## src/rtl/sfr_access_ctrl_pkg.sv

```systemverilog
// Shared definitions for the SFR access sequencer.
// Contents: SFR byte addresses, the default SFR map (slot i in bits [8i+7:8i]),
// RMW op codes, FSM state encoding and the RMW combine helpers.
package sfr_access_ctrl_pkg;

  localparam int NSFR_DEFAULT = 8;

  localparam logic [7:0] ADDR_P0   = 8'h80;
  localparam logic [7:0] ADDR_SP   = 8'h81;
  localparam logic [7:0] ADDR_DPL  = 8'h82;
  localparam logic [7:0] ADDR_DPH  = 8'h83;
  localparam logic [7:0] ADDR_TCON = 8'h88;
  localparam logic [7:0] ADDR_TMOD = 8'h89;
  localparam logic [7:0] ADDR_PSW  = 8'hD0;
  localparam logic [7:0] ADDR_ACC  = 8'hE0;
  localparam logic [7:0] ADDR_B    = 8'hF0;

  // Slot 0 is in the low byte. TMOD has a constant but no slot in the
  // eight-instance default bank.
  localparam logic [8*NSFR_DEFAULT-1:0] SFR_MAP_DEFAULT = {
    ADDR_B, ADDR_ACC, ADDR_PSW, ADDR_TCON, ADDR_DPH, ADDR_DPL, ADDR_SP, ADDR_P0
  };

  localparam logic [1:0] OP_PLAIN = 2'b00;
  localparam logic [1:0] OP_AND   = 2'b01;
  localparam logic [1:0] OP_OR    = 2'b10;
  localparam logic [1:0] OP_XOR   = 2'b11;

  typedef enum logic [2:0] {
    ST_IDLE = 3'd0,
    ST_RD   = 3'd1,
    ST_CAP  = 3'd2,
    ST_WR   = 3'd3,
    ST_ACK  = 3'd4
  } state_t;

  function automatic logic [7:0] apply_op(input logic [1:0] op,
                                          input logic [7:0] old_val,
                                          input logic [7:0] operand);
    case (op)
      OP_AND:  apply_op = old_val & operand;
      OP_OR:   apply_op = old_val | operand;
      OP_XOR:  apply_op = old_val ^ operand;
      default: apply_op = operand;
    endcase
  endfunction

  function automatic logic apply_op_bit(input logic [1:0] op,
                                        input logic old_bit,
                                        input logic operand);
    case (op)
      OP_AND:  apply_op_bit = old_bit & operand;
      OP_OR:   apply_op_bit = old_bit | operand;
      OP_XOR:  apply_op_bit = old_bit ^ operand;
      default: apply_op_bit = operand;
    endcase
  endfunction

endpackage

```

## src/rtl/sfr_access_ctrl_addr_decode.sv

```systemverilog
// Combinational address decoder for the SFR bank.
// Ports: addr (byte or bit address), bit_mode (1 = bit address),
//        sel (one-hot SFR select), hit (some SFR matched),
//        position (one-hot bit position, 0 for byte accesses).
module sfr_access_ctrl_addr_decode
  import sfr_access_ctrl_pkg::*;
#(
  parameter int                NSFR    = NSFR_DEFAULT,
  parameter logic [8*NSFR-1:0] SFR_MAP = SFR_MAP_DEFAULT
) (
  input  logic [7:0]      addr,
  input  logic            bit_mode,
  output logic [NSFR-1:0] sel,
  output logic            hit,
  output logic [7:0]      position
);

  logic [7:0] base;

  // Bit addresses 0x80-0xFF name bit addr[2:0] of the SFR at {addr[7:3],000}.
  assign base     = bit_mode ? {addr[7:3], 3'b000} : addr;
  assign position = bit_mode ? (8'd1 << addr[2:0]) : 8'd0;

  genvar gi;
  generate
    for (gi = 0; gi < NSFR; gi++) begin : g_match
      // Anything below 0x80 is internal RAM / RAM bit space, never an SFR.
      assign sel[gi] = addr[7] && (SFR_MAP[8*gi +: 8] == base);
    end
  endgenerate

  assign hit = |sel;

endmodule

```

## src/rtl/sfr_access_ctrl.sv

```systemverilog
// SFR bank access sequencer: arbitrates a CPU port and a hardware flag port,
// decodes addresses to one-hot SFR enables and sequences read, write and
// atomic read-modify-write accesses around the SFRs' registered outputs.
// Ports: clk/reset; CPU request port (cpu_req/we/bit/op/addr/wdata/wbit ->
//        cpu_ack/err/rdata/rbit); hw flag port (hw_req/baddr/bval -> hw_ack);
//        SFR bus (sfr_en, sfr_oe, sfr_Bb, sfr_position, sfr_din, sfr_bin out;
//        sfr_dout, sfr_bout in).
module sfr_access_ctrl
  import sfr_access_ctrl_pkg::*;
#(
  parameter int                NSFR    = NSFR_DEFAULT,
  parameter logic [8*NSFR-1:0] SFR_MAP = SFR_MAP_DEFAULT
) (
  input  logic            clk,
  input  logic            reset,
  input  logic            cpu_req,
  input  logic            cpu_we,
  input  logic            cpu_bit,
  input  logic [1:0]      cpu_op,
  input  logic [7:0]      cpu_addr,
  input  logic [7:0]      cpu_wdata,
  input  logic            cpu_wbit,
  output logic            cpu_ack,
  output logic            cpu_err,
  output logic [7:0]      cpu_rdata,
  output logic            cpu_rbit,
  input  logic            hw_req,
  input  logic [7:0]      hw_baddr,
  input  logic            hw_bval,
  output logic            hw_ack,
  output logic [NSFR-1:0] sfr_en,
  output logic [NSFR-1:0] sfr_oe,
  output logic            sfr_Bb,
  output logic [7:0]      sfr_position,
  output logic [7:0]      sfr_din,
  output logic            sfr_bin,
  input  logic [7:0]      sfr_dout,
  input  logic            sfr_bout
);

  state_t state_reg, state_next;

  logic            rr_hw_reg;   // 1: hw port wins the next contested grant
  logic            grant_cpu, grant_hw, take;
  logic [7:0]      dec_addr;
  logic            dec_bit;
  logic [NSFR-1:0] dec_sel;
  logic            dec_hit;
  logic [7:0]      dec_pos;
  logic            req_we, req_rmw;

  logic            lat_hw_reg, lat_bit_reg, lat_rmw_reg, lat_hit_reg, lat_wbit_reg;
  logic [1:0]      lat_op_reg;
  logic [7:0]      lat_wdata_reg, lat_pos_reg;
  logic [NSFR-1:0] lat_sel_reg;
  logic [7:0]      rdata_reg;
  logic            rbit_reg;

  assign grant_cpu = cpu_req && (!hw_req || !rr_hw_reg);
  assign grant_hw  = hw_req && (!cpu_req || rr_hw_reg);
  assign take      = (state_reg == ST_IDLE) && (cpu_req || hw_req);

  // One decoder serves whichever port wins; hw requests are always bit writes.
  assign dec_addr = grant_hw ? hw_baddr : cpu_addr;
  assign dec_bit  = grant_hw ? 1'b1 : cpu_bit;
  assign req_we   = grant_hw || cpu_we;
  assign req_rmw  = !grant_hw && cpu_we && (cpu_op != OP_PLAIN);

  sfr_access_ctrl_addr_decode #(
    .NSFR    (NSFR),
    .SFR_MAP (SFR_MAP)
  ) u_decode (
    .addr     (dec_addr),
    .bit_mode (dec_bit),
    .sel      (dec_sel),
    .hit      (dec_hit),
    .position (dec_pos)
  );

  always_ff @(posedge clk) begin
    if (reset) begin
      state_reg <= ST_IDLE;
    end else begin
      state_reg <= state_next;
    end
  end

  // Request latch, round-robin pointer and read capture.
  always_ff @(posedge clk) begin
    if (reset) begin
      rr_hw_reg     <= 1'b0;
      lat_hw_reg    <= 1'b0;
      lat_bit_reg   <= 1'b0;
      lat_rmw_reg   <= 1'b0;
      lat_hit_reg   <= 1'b0;
      lat_wbit_reg  <= 1'b0;
      lat_op_reg    <= OP_PLAIN;
      lat_wdata_reg <= 8'h00;
      lat_pos_reg   <= 8'h00;
      lat_sel_reg   <= '0;
      rdata_reg     <= 8'h00;
      rbit_reg      <= 1'b0;
    end else begin
      if (take) begin
        rr_hw_reg     <= grant_cpu;
        lat_hw_reg    <= grant_hw;
        lat_bit_reg   <= dec_bit;
        lat_rmw_reg   <= req_rmw;
        lat_hit_reg   <= dec_hit;
        lat_wbit_reg  <= grant_hw ? hw_bval : cpu_wbit;
        lat_op_reg    <= grant_hw ? OP_PLAIN : cpu_op;
        lat_wdata_reg <= grant_hw ? 8'h00 : cpu_wdata;
        lat_pos_reg   <= dec_pos;
        lat_sel_reg   <= dec_sel;
        // Cleared here so misses and writes return zero data.
        rdata_reg     <= 8'h00;
        rbit_reg      <= 1'b0;
      end
      // The SFR registered its output on the RD->CAP edge; the bus is valid now.
      if (state_reg == ST_CAP) begin
        rdata_reg <= lat_bit_reg ? 8'h00 : sfr_dout;
        rbit_reg  <= lat_bit_reg ? sfr_bout : 1'b0;
      end
    end
  end

  always_comb begin
    state_next = state_reg;
    case (state_reg)
      ST_IDLE: begin
        if (take) begin
          if (!dec_hit)                 state_next = ST_ACK;
          else if (req_we && !req_rmw)  state_next = ST_WR;
          else                          state_next = ST_RD;
        end
      end
      ST_RD:   state_next = ST_CAP;
      ST_CAP:  state_next = lat_rmw_reg ? ST_WR : ST_ACK;
      ST_WR:   state_next = ST_ACK;
      ST_ACK:  state_next = ST_IDLE;
      default: state_next = ST_IDLE;
    endcase
  end

  always_comb begin
    sfr_en       = '0;
    sfr_oe       = '0;
    sfr_Bb       = 1'b0;
    sfr_position = 8'h00;
    sfr_din      = 8'h00;
    sfr_bin      = 1'b0;
    cpu_ack      = 1'b0;
    cpu_err      = 1'b0;
    cpu_rdata    = 8'h00;
    cpu_rbit     = 1'b0;
    hw_ack       = 1'b0;
    case (state_reg)
      ST_RD: begin
        sfr_oe       = lat_sel_reg;
        sfr_Bb       = !lat_bit_reg;
        sfr_position = lat_pos_reg;
      end
      ST_CAP: begin
        sfr_Bb       = !lat_bit_reg;
        sfr_position = lat_pos_reg;
      end
      ST_WR: begin
        sfr_en       = lat_sel_reg;
        sfr_Bb       = !lat_bit_reg;
        sfr_position = lat_pos_reg;
        // lat_op_reg is PLAIN for non-RMW writes, so the helpers pass the operand.
        if (lat_bit_reg) begin
          sfr_bin = apply_op_bit(lat_op_reg, rbit_reg, lat_wbit_reg);
        end else begin
          sfr_din = apply_op(lat_op_reg, rdata_reg, lat_wdata_reg);
        end
      end
      ST_ACK: begin
        if (lat_hw_reg) begin
          hw_ack = 1'b1;
        end else begin
          cpu_ack   = 1'b1;
          cpu_err   = !lat_hit_reg;
          cpu_rdata = rdata_reg;
          cpu_rbit  = rbit_reg;
        end
      end
      default: ;
    endcase
  end

endmodule

```

## config.mk

```make
export PLATFORM = sky130hd
export DESIGN_NAME = sfr_access_ctrl
export DESIGN_NICKNAME = d
export VERILOG_FILES = /design/src/rtl/sfr_access_ctrl_pkg.sv /design/src/rtl/sfr_access_ctrl_addr_decode.sv /design/src/rtl/sfr_access_ctrl.sv
export SDC_FILE = /design/constraint.sdc
export NUM_CORES = 1
export LEC_CHECK = 0
export CORE_MARGIN = 1
export CORE_UTILIZATION = 45
export CTS_CLUSTER_DIAMETER = 120
export CTS_CLUSTER_SIZE = 8
export DETAILED_ROUTE_END_ITERATION = 8
export MAX_ROUTING_LAYER = met4
export PLACE_DENSITY = 0.77
export SLEW_MARGIN = 10
export SYNTH_ARGS = -nofsm -noshare
export SYNTH_HDL_FRONTEND = slang
export SYNTH_HIERARCHICAL = 1
export SYNTH_SLANG_ARGS = --single-unit
```

## constraint.sdc

```tcl
create_clock -name clk -period 4 [get_ports clk]
set_input_delay 0.6 -clock clk [delete_from_list [all_inputs] [get_ports clk]]
set_output_delay 0.6 -clock clk [all_outputs]
set_load 0.02 [all_outputs]
```

==> reports/qor.yml, run 1 <==
outcome:
  status: "complete, no violations"
die:
  coreArea_um2: 6030
  start_util_pct: 47.5
  ios: 89
  dieWidth_um: 81.7
  num_rows: 28
  die_area_um2: 6680
  die_h_um: 81.7
yosys:
  ys_warn_count: 6
  yosys.area.top_type: "dfxtp_1"
  synth_seq_area_share_pct: 30.8
  synth.most_common_cell: "nand2_1"
  synth.net_count: 452
  synth_top_area_share_pct: 30.8
  ys_types: 45
  ys_top_cells_by_area: "dfxtp_1, nand2_1, ha_1, a21oi_1, and2_1"
  syn_inst: 391
  ys_ff_latch: 44
  synth_commonest_cells: "nand2_1, dfxtp_1, nor2_1"
  postSynth.asyncResetShare_pct: 0
  synthFlopType: "dfxtp_1"
  syn_area_um2: 2860
  syn_avg_cell_area_um2: 7.32
  synth_edf_count: 0
routing:
  dr.pass1.iters: 4
  vias: 2878
  totalWireLength_mm: 7.46
  drc_errors: 0
  ant_nets: 0
  drt_iter0_drc: 163
  vias_per_cell: 5.36
  routedWlPerCell_um: 13.9
sta:
  fmax_mhz: 317
  setup_tns_ns: 0
  setup_viol: 0
  min_period_over_period_pct: 78.9
  finalHoldWorstSlack_ns: 0.455
  worst_slew_pin_slew_ns: 0.999
  final.setup_skew_ns: 0.00525
  slew_headroom_pct: 33.2
  rsz0062_at_grt: "no"
  hold_viol: 0
  fin_crit_ns: 3.16
  slew_violations: 0
clock_network:
  clock-root-buffer: "clkbuf_8"
  cts_resized: 0
  insertion_delay_ns: 0.30
  cts_setup_buffers: 0
  h-tree-depth: 2
  clkSlewWorstSetupHoldPaths_ns: 0.08
  cts_buffers: 5
  clk_path_buf_depth: 2
  cts.sinks: 44
  ctsHoldBuffers: 0
  cts_tree: "built"
final_layout:
  n_antenna_cell: 0
  nNetsFinal: 522
  design_area_um2: 3800
  fillCellCount: 542
  drive_gt1_share_pct: 4.98
  area_growth_pct: 32.7
critical_path:
  worstSetupStartpointType: "flip-flop"
  crit_fanout: 13
  cp.arrival_ns: 2.56
  path_class: "reg -> out"
  crit_buf_inv: 1
  worst_ep_required_time_ns: 3.40
  critPathCaptureType: "output port"
  crit_chain: "or4b_1, a211oi_1, clkdlybuf4s50_1"
  critPathMaxStageDelay_ns: 0.67
  cp_top_family: "simple AND/OR/NAND/NOR gates"
  cp_slowest_cell: "or4b_1"
  reg2reg_slack_ns: 1.55
global_routing:
  grt_pass1_wl_mm: 12.3
  grt_max_degree: 35
  grtUsageMet2_pct: 39.4
  grt_usage_pct: 24.5
  top_usage_layer: "met2"
  antenna_found_initial: 0
  grt_pass1_vias: 2672
  grt.overflow.total: 0
  grt_use_met1_pct: 31.6
  use_met3_pct: 3.78
placement:
  numPortBuffers: 88
  dp_hpwl_mm: 5.48
  gp_congestion: 0.921
  placed_area_um2: 3700
power_and_ir_drop:
  pwr_density_cell_nw_per_um2: 273
  leakage_uw: 0.00141
  peakVddDrop_mv: 0.150
min_path:
  min_path_type: "reg -> reg"
flow_run:
  drv_cap: 0
-- path summary, 6_finish.rpt --
kind,startpoint,endpoint,depth (start not counted)
worst max-delay path,state_reg[1],sfr_din[2],3
worst max register to register,rr_hw_reg,state_reg[1],9
worst min register to register,lat_pos_reg[6],lat_pos_reg[6],2
worst min-delay path,lat_pos_reg[6],lat_pos_reg[6],2
-- logic make-up after synthesis --
group	count (synthesis)	share of synthesized area [%]
DFF	44	30.8
and+or+nand+nor	195	33.7
AOI/OAI and AO/OA	81	18.1
adders and majority gates	18	7.87
muxes	2	1.14
buffers and inverters	51	8.44
-- report_power, final --
group	internal (uW)	switching (uW)
sequential	459	29.8
combinational	105	148
clock	141	155
-- per-layer routing --
layer / share of wire [%] / vias to the layer above
met5: 0 / -
met4: 1.2 / 0
met3: 6.1 / 11
met2: 46 / 92
met1: 46 / 1315
li1: - / 1460
-- cells in the final DEF (no fill, tap or decap), types with 17 or more instances in the layout --
master	Yosys	layout
dfxtp_1	44	44
ha_1	18	18
clkdlybuf4s50_1	0	88
and2_1	26	26
nor2_1	43	43
a21oi_1	39	39
nand2_1	75	75
a211oi_1	17	17
inv_1	22	22
nor3_1	18	18
-- area by class of cell --
cell class                      count  area [um2]  share of cell area [%]
Timing Repair Buffer               91         903                    23.8
Clock buffer                        7        86.3                    2.27
Tap cell                           75        93.8                    2.47
Inverter                           23        86.3                    2.27
Sequential cell                    44         881                    23.2
Clock inverter                      1        7.51                   0.198
Multi-Input combinational cell    296        1740                    45.8
-- through the flow --
stage | worst slack, ns | instances | total power, uW | util (%)
after floorplan | 1.45 | 391 | 672 | -
after CTS | 0.818 | 537 | 1040 | 63.0
after global routing | 0.679 | 537 | 1090 | 63.0
after global placement | 0.923 | 529 | 742 | 61.4
after detailed placement | 0.775 | 529 | 749 | 61.4
final | 0.844 | 537 | 1040 | 63.0
-- tightest hold or removal path, cell delays in order, from the launching register on --
cell     delay (ns)
dfxtp_1        0.31
nand2_1        0.05
a21oi_1        0.05
(Power assumes the default switching activity.)
==> run 2: changes to the inputs <==
Settings changed: CORE_UTILIZATION 45 to 43.
Clock period 4 ns to 2.82 ns, I/O delays scaled along.
==> run 2 against run 1 <==
Hold slack better by 0.0029 ns. Die area grew 4.5%. Setup slack worse by 0.72 ns. Non-clock buffer count increased by 15. Clock-buffer cell count stayed put. Sequential share of layout area shrank 0.72 points. Cell area up 3.2%. Utilization down 1.7 points. Largest cell class unchanged. Largest power group unchanged.
==> reports/qor.yml, run 2 (synthesized netlist as in run 1, its figures left out) <==
min_path:
  worst_hold_path.num_cells: 2  # unchanged
  worstHoldStart: "lat_pos_reg[6]"  # unchanged
  min_path_type: "reg -> reg"  # unchanged
power_and_ir_drop:
  peakVddDrop_mv: 0.230  # was 0.150 mV
  seq_power_share_pct: 45.8  # was 47.1%
  p_comb_share_pct: 26.4  # was 24.4%
  swShare_pct: 31.7  # was 32.1%
  p_clk_share_pct: 27.8  # was 28.5%
  p_int_uw: 1020  # was 704 uW
  leakage_uw: 0.00149  # was 0.00141 uW
  p_sw_uw: 474  # was 333 uW
  pwr_density_cell_nw_per_um2: 382  # was 273 nW/um2
routing:
  routedWlPerCell_um: 13.9  # about the same
  vias: 2941  # was 2878
  dr.pass1.iters: 4  # unchanged
  drc_errors: 0  # unchanged
  vias_per_cell: 5.31  # was 5.36
  ant_nets: 0  # unchanged
  totalWireLength_mm: 7.67  # was 7.46 mm
  drt_iter0_drc: 166  # was 163
critical_path:
  worst_ep_required_time_ns: 2.40  # was 3.40 ns
  reg2reg_slack_ns: 0.56  # was 1.55 ns
  worstSetupStartpointType: "flip-flop"  # unchanged
  cp.arrival_ns: 2.28  # was 2.56 ns
  critPathCaptureType: "output port"  # unchanged
  timing.rr.start: "rr_hw_reg"  # unchanged
  path_class: "reg -> out"  # unchanged
  crit_fanout: 10  # was 13
  r2r_cells: 10  # was 9
  critPathLaunch: "state_reg[1]"  # unchanged
die:
  num_rows: 29  # was 28
  ios: 89  # unchanged
  coreArea_um2: 6390  # was 6030 um2
  die_h_um: 83.6  # was 81.7 um
  dieWidth_um: 83.6  # was 81.7 um
  start_util_pct: 44.8  # was 47.5%
  die_area_um2: 6980  # was 6680 um2
placement:
  dp_hpwl_mm: 5.72  # was 5.48 mm
  gp_congestion: 0.961  # was 0.921
  numPortBuffers: 88  # unchanged
  placed_cells: 546  # was 529
clock_network:
  clock-root-buffer: "clkbuf_8"  # unchanged
  cts_setup_buffers: 0  # unchanged
  cts_tree: "built"  # unchanged
  cts_resized: 0  # unchanged
  clk_path_buf_depth: 2  # unchanged
  cts.sinks: 44  # unchanged
  ctsHoldBuffers: 0  # unchanged
  h-tree-depth: 2  # unchanged
  clkSlewWorstSetupHoldPaths_ns: 0.08  # about the same
  insertion_delay_ns: 0.29  # was 0.30 ns
  cts_buffers: 5  # unchanged
global_routing:
  grt_usage_pct: 22.9  # was 24.5%
  grt_max_degree: 35  # unchanged
  grt_pass1_wl_mm: 12.8  # was 12.3 mm
  antenna_found_initial: 0  # unchanged
  grt_pass1_vias: 2805  # was 2672
  grt.overflow.total: 0  # unchanged
sta:
  fmax_mhz: 371
  slew_headroom_pct: 46.3  # was 33.2%
  hold_viol: 0  # unchanged
  setup_viol: 0  # unchanged
  setup_tns_ns: 0  # unchanged
  rsz0062_at_grt: "no"  # unchanged
  final.setup_skew_ns: 0.00508  # was 0.00525 ns
  fin_crit_ns: 2.70
  min_period_over_period_pct: 95.7
  slew_violations: 0  # unchanged
  worst_slew_pin_slew_ns: 0.803  # was 0.999 ns
final_layout:
  fillCellCount: 581  # was 542
  layout_commonest_cell: "clkdlybuf4s50_1"  # unchanged
  stdcell_count: 554  # was 537
  drive_gt1_share_pct: 8.39  # was 4.98%
  final_util_pct: 61.3  # was 63.0%
  area_growth_pct: 37.0  # was 32.7%
  nNetsFinal: 537  # was 522
  n_antenna_cell: 0  # unchanged
  layout_common_cells: "clkdlybuf4s50_1, nand2_1, dfxtp_1"  # unchanged
outcome:
  status: "complete, no violations"  # unchanged
flow_run:
  drv_cap: 0  # unchanged
-- run 2: cell count changes in the layout (fill, tap and decap cells not counted), sizes merged --
| cell | change |
|---|---|
| buf | +15 |
-- run 2: cell type report --
cell class | count | area, um2 | share of cell area [%]
clock inverter | 1 | 7.51 | 0.192
clock buffer | 7 | 86.3 | 2.20
multi-input combinational | 296 | 1740 | 44.5
tap | 77 | 96.3 | 2.46
sequential | 44 | 881 | 22.5
inverter | 23 | 86.3 | 2.20
timing repair buffer | 106 | 1020 | 25.9
-- run 2: critical path: stages, from the launching register on --
cell and delay, ns:
dfxtp_1 0.36, buf_4 0.20, nor3b_2 0.56, and3_1 0.25, clkdlybuf4s50_1 0.60
-- run 2: worst paths after layout --
| check | endpoint |
|---|---|
| worst max register to register | state_reg[1] |
| worst max-delay path | sfr_bin |
| worst min register to register | lat_pos_reg[6] |
| worst min-delay path | lat_pos_reg[6] |
-- run 2: power groups by stage --
stage          sequential, uW  clock (uW)  combinational (uW)
2_1_floorplan             683           0                 271
3_3_place_gp              697           0                 379
3_5_place_dp              699           0                 392
4_1_cts                   684         426                 394
5_1_grt                   691         443                 438
6_report                  685         416                 395
-- run 2: layer usage --
metal  vias up  GRT usage (%)  wire (um)
li1       1485              -          -
met5         -              -          0
met2        90           39.0       3690
met1      1356           28.3       3510
met3        10           2.87        373
met4         0           6.93         97
-- run 2: through the flow --
step | area (um2) | worst slack [ns] | hold WS (ns) | power, uW
finish | 3920 | 0.121 | 0.458 | 1500
global route | 3920 | 0.0225 | 0.481 | 1570
CTS | 3910 | 0.0501 | 0.461 | 1500
detailed placement | 3820 | 0.00216 | 0.447 | 1090
global placement | 3820 | 0.0870 | 0.440 | 1080
floorplan | 2860 | 0.444 | 0.432 | 953
==> RTL edit (settings of run 2) <==
Change the package constant `NSFR_DEFAULT` from 8 to 9.
--- a/src/rtl/sfr_access_ctrl_pkg.sv
+++ b/src/rtl/sfr_access_ctrl_pkg.sv
@@ -4,5 +4,5 @@
 package sfr_access_ctrl_pkg;
 
-  localparam int NSFR_DEFAULT = 8;
+  localparam int NSFR_DEFAULT = 9;
 
   localparam logic [7:0] ADDR_P0   = 8'h80;
Ports: changed (resized sfr_en and sfr_oe); port bits go from 89 to 91. No check against the original RTL was run, so the function may have changed too.
==> RTL edit against run 2 <==
Critical path type unchanged. The run now ends with design-rule violations left. Routed wire length is 4.2% higher. Area after synthesis increased by 2.5%. Sequential cell count up 1. Power increased by 8.8%. Fmax decreased by 2.5%. Final area increased by 2.9%. Worst setup slack worse by 0.068 ns.
==> RTL edit: results <==
group,metric,value,unit
outcome,outcome,"finished with violations",
outcome,violations,"design-rule violations",
route,wl_met1,3490,microns
place,gp_congestion,0.926,
synthesis,ys_top_cells_by_area,"dfxtp_1 31%, nand2_1 9.9%, ha_1 7.7%, a21oi_1 6.8%, and2_1 6.0%",
global_route,grt_max_degree,30,
route,dr_wl_met2,3960,microns
route,drt-pass1-iter-count,6,
power,switching_share,30.6,%
route,drcViolationCount,5,
power,netSwitchingPower,0.497,mW
setup_path,crit_start,"state_reg[0]$_SDFFE_PP0P_",
route,routedWlPerCell,14.2,microns
route,num_vias,3026,
min_path,hold_path_end,"lat_pos_reg[2]$_SDFFE_PP0P_",
power,p_clk,0.520,mW
route,dr_wl_met3,446,microns
place,place_inst,556,
timing,maxSlewHeadroom,58.6,%
global_route,grt_pass1_wl,13100,microns
global_route,first_global_vias,2834,
power,peakVddDrop,0.363,mV
global_route,grt_use_met2,39.5,%
timing,holdWs,0.458,ns
setup_path,rrSetupSlack,0.58,ns
setup_path,cp.arrival,2.34,ns
synthesis,synth_cell_type_count,44,
cells_and_area,fin_nets,547,
place,hpwl,5860,microns
place,placed_cell_area,3910,sq um
route,vias_per_cell,5.37,
route,drt-initial-drc-count,126,
global_route,grt_use_met3,3.83,%
cells_and_area,drive_above_1_share,9.45,%
place,pre_cts_ws,-0.0206,ns
clocking,clkLatencyLatePin,0.31,ns
timing,skew,0.00592,ns
power,leakagePower,1.53,nW
timing,fmax,0.361,GHz
synthesis,yosysSeqAreaShare,30.7,%
global_route,grt_util_all_layers,23.4,%
setup_path,cp_max_fo,11,
power,seq-power,0.704,mW
synthesis,synthTopCellsByCount,"77 x nand2_1, 45 x dfxtp_1, 40 x a21oi_1, 37 x nor2_1, 28 x and2_1",
setup_path,cp-endpoint,"cpu_rdata[7]",
synthesis,synthAdderAreaFrac,7.68,%
min_path,worstHoldStart,"lat_pos_reg[2]$_SDFFE_PP0P_",
synthesis,synth_area_per_cell,7.31,sq um
synthesis,syn_nets,462,
synthesis,synth_compound_area_share,15.9,%
global_route,grt_util_met1,28.9,%
cells_and_area,n_fill_cell,598,
place,io_buffers,90,
RTL edit: cell types whose count changed after synthesis, moves of 2 or more:
cell,before,now
a211oi_1,17,9
mux2_2,0,8
buf_2,4,11
nor3_1,18,25
nor2_1,43,37
buf_6,5,2
clkbuf_1,15,12
nand2b_1,6,9
and2_1,26,28
nand2_1,75,77
RTL edit: critical path: stages (launching register included):
cell and delay (ns):
dfxtp_1 0.43, nor2_1 0.39, nand2_2 0.27, nor3_1 0.28
clkdlybuf4s50_1 0.66
RTL edit: layout make-up:
type / count / area, sq um / area share, %
inverter: 23 / 86.3 / 2.14
clock inverter: 2 / 37.5 / 0.931
tap: 77 / 96.3 / 2.39
sequential: 45 / 901 / 22.3
multi-input combinational: 304 / 1800 / 44.6
timing repair buffer: 107 / 1030 / 25.5
clock buffer: 6 / 82.6 / 2.05
RTL edit: timing repair:
item                       in CTS  in global routing
setup endpoints to repair      10                  2
gates resized for setup         2                  0
hold endpoints to repair        0                  0
hold buffers                    0                  0
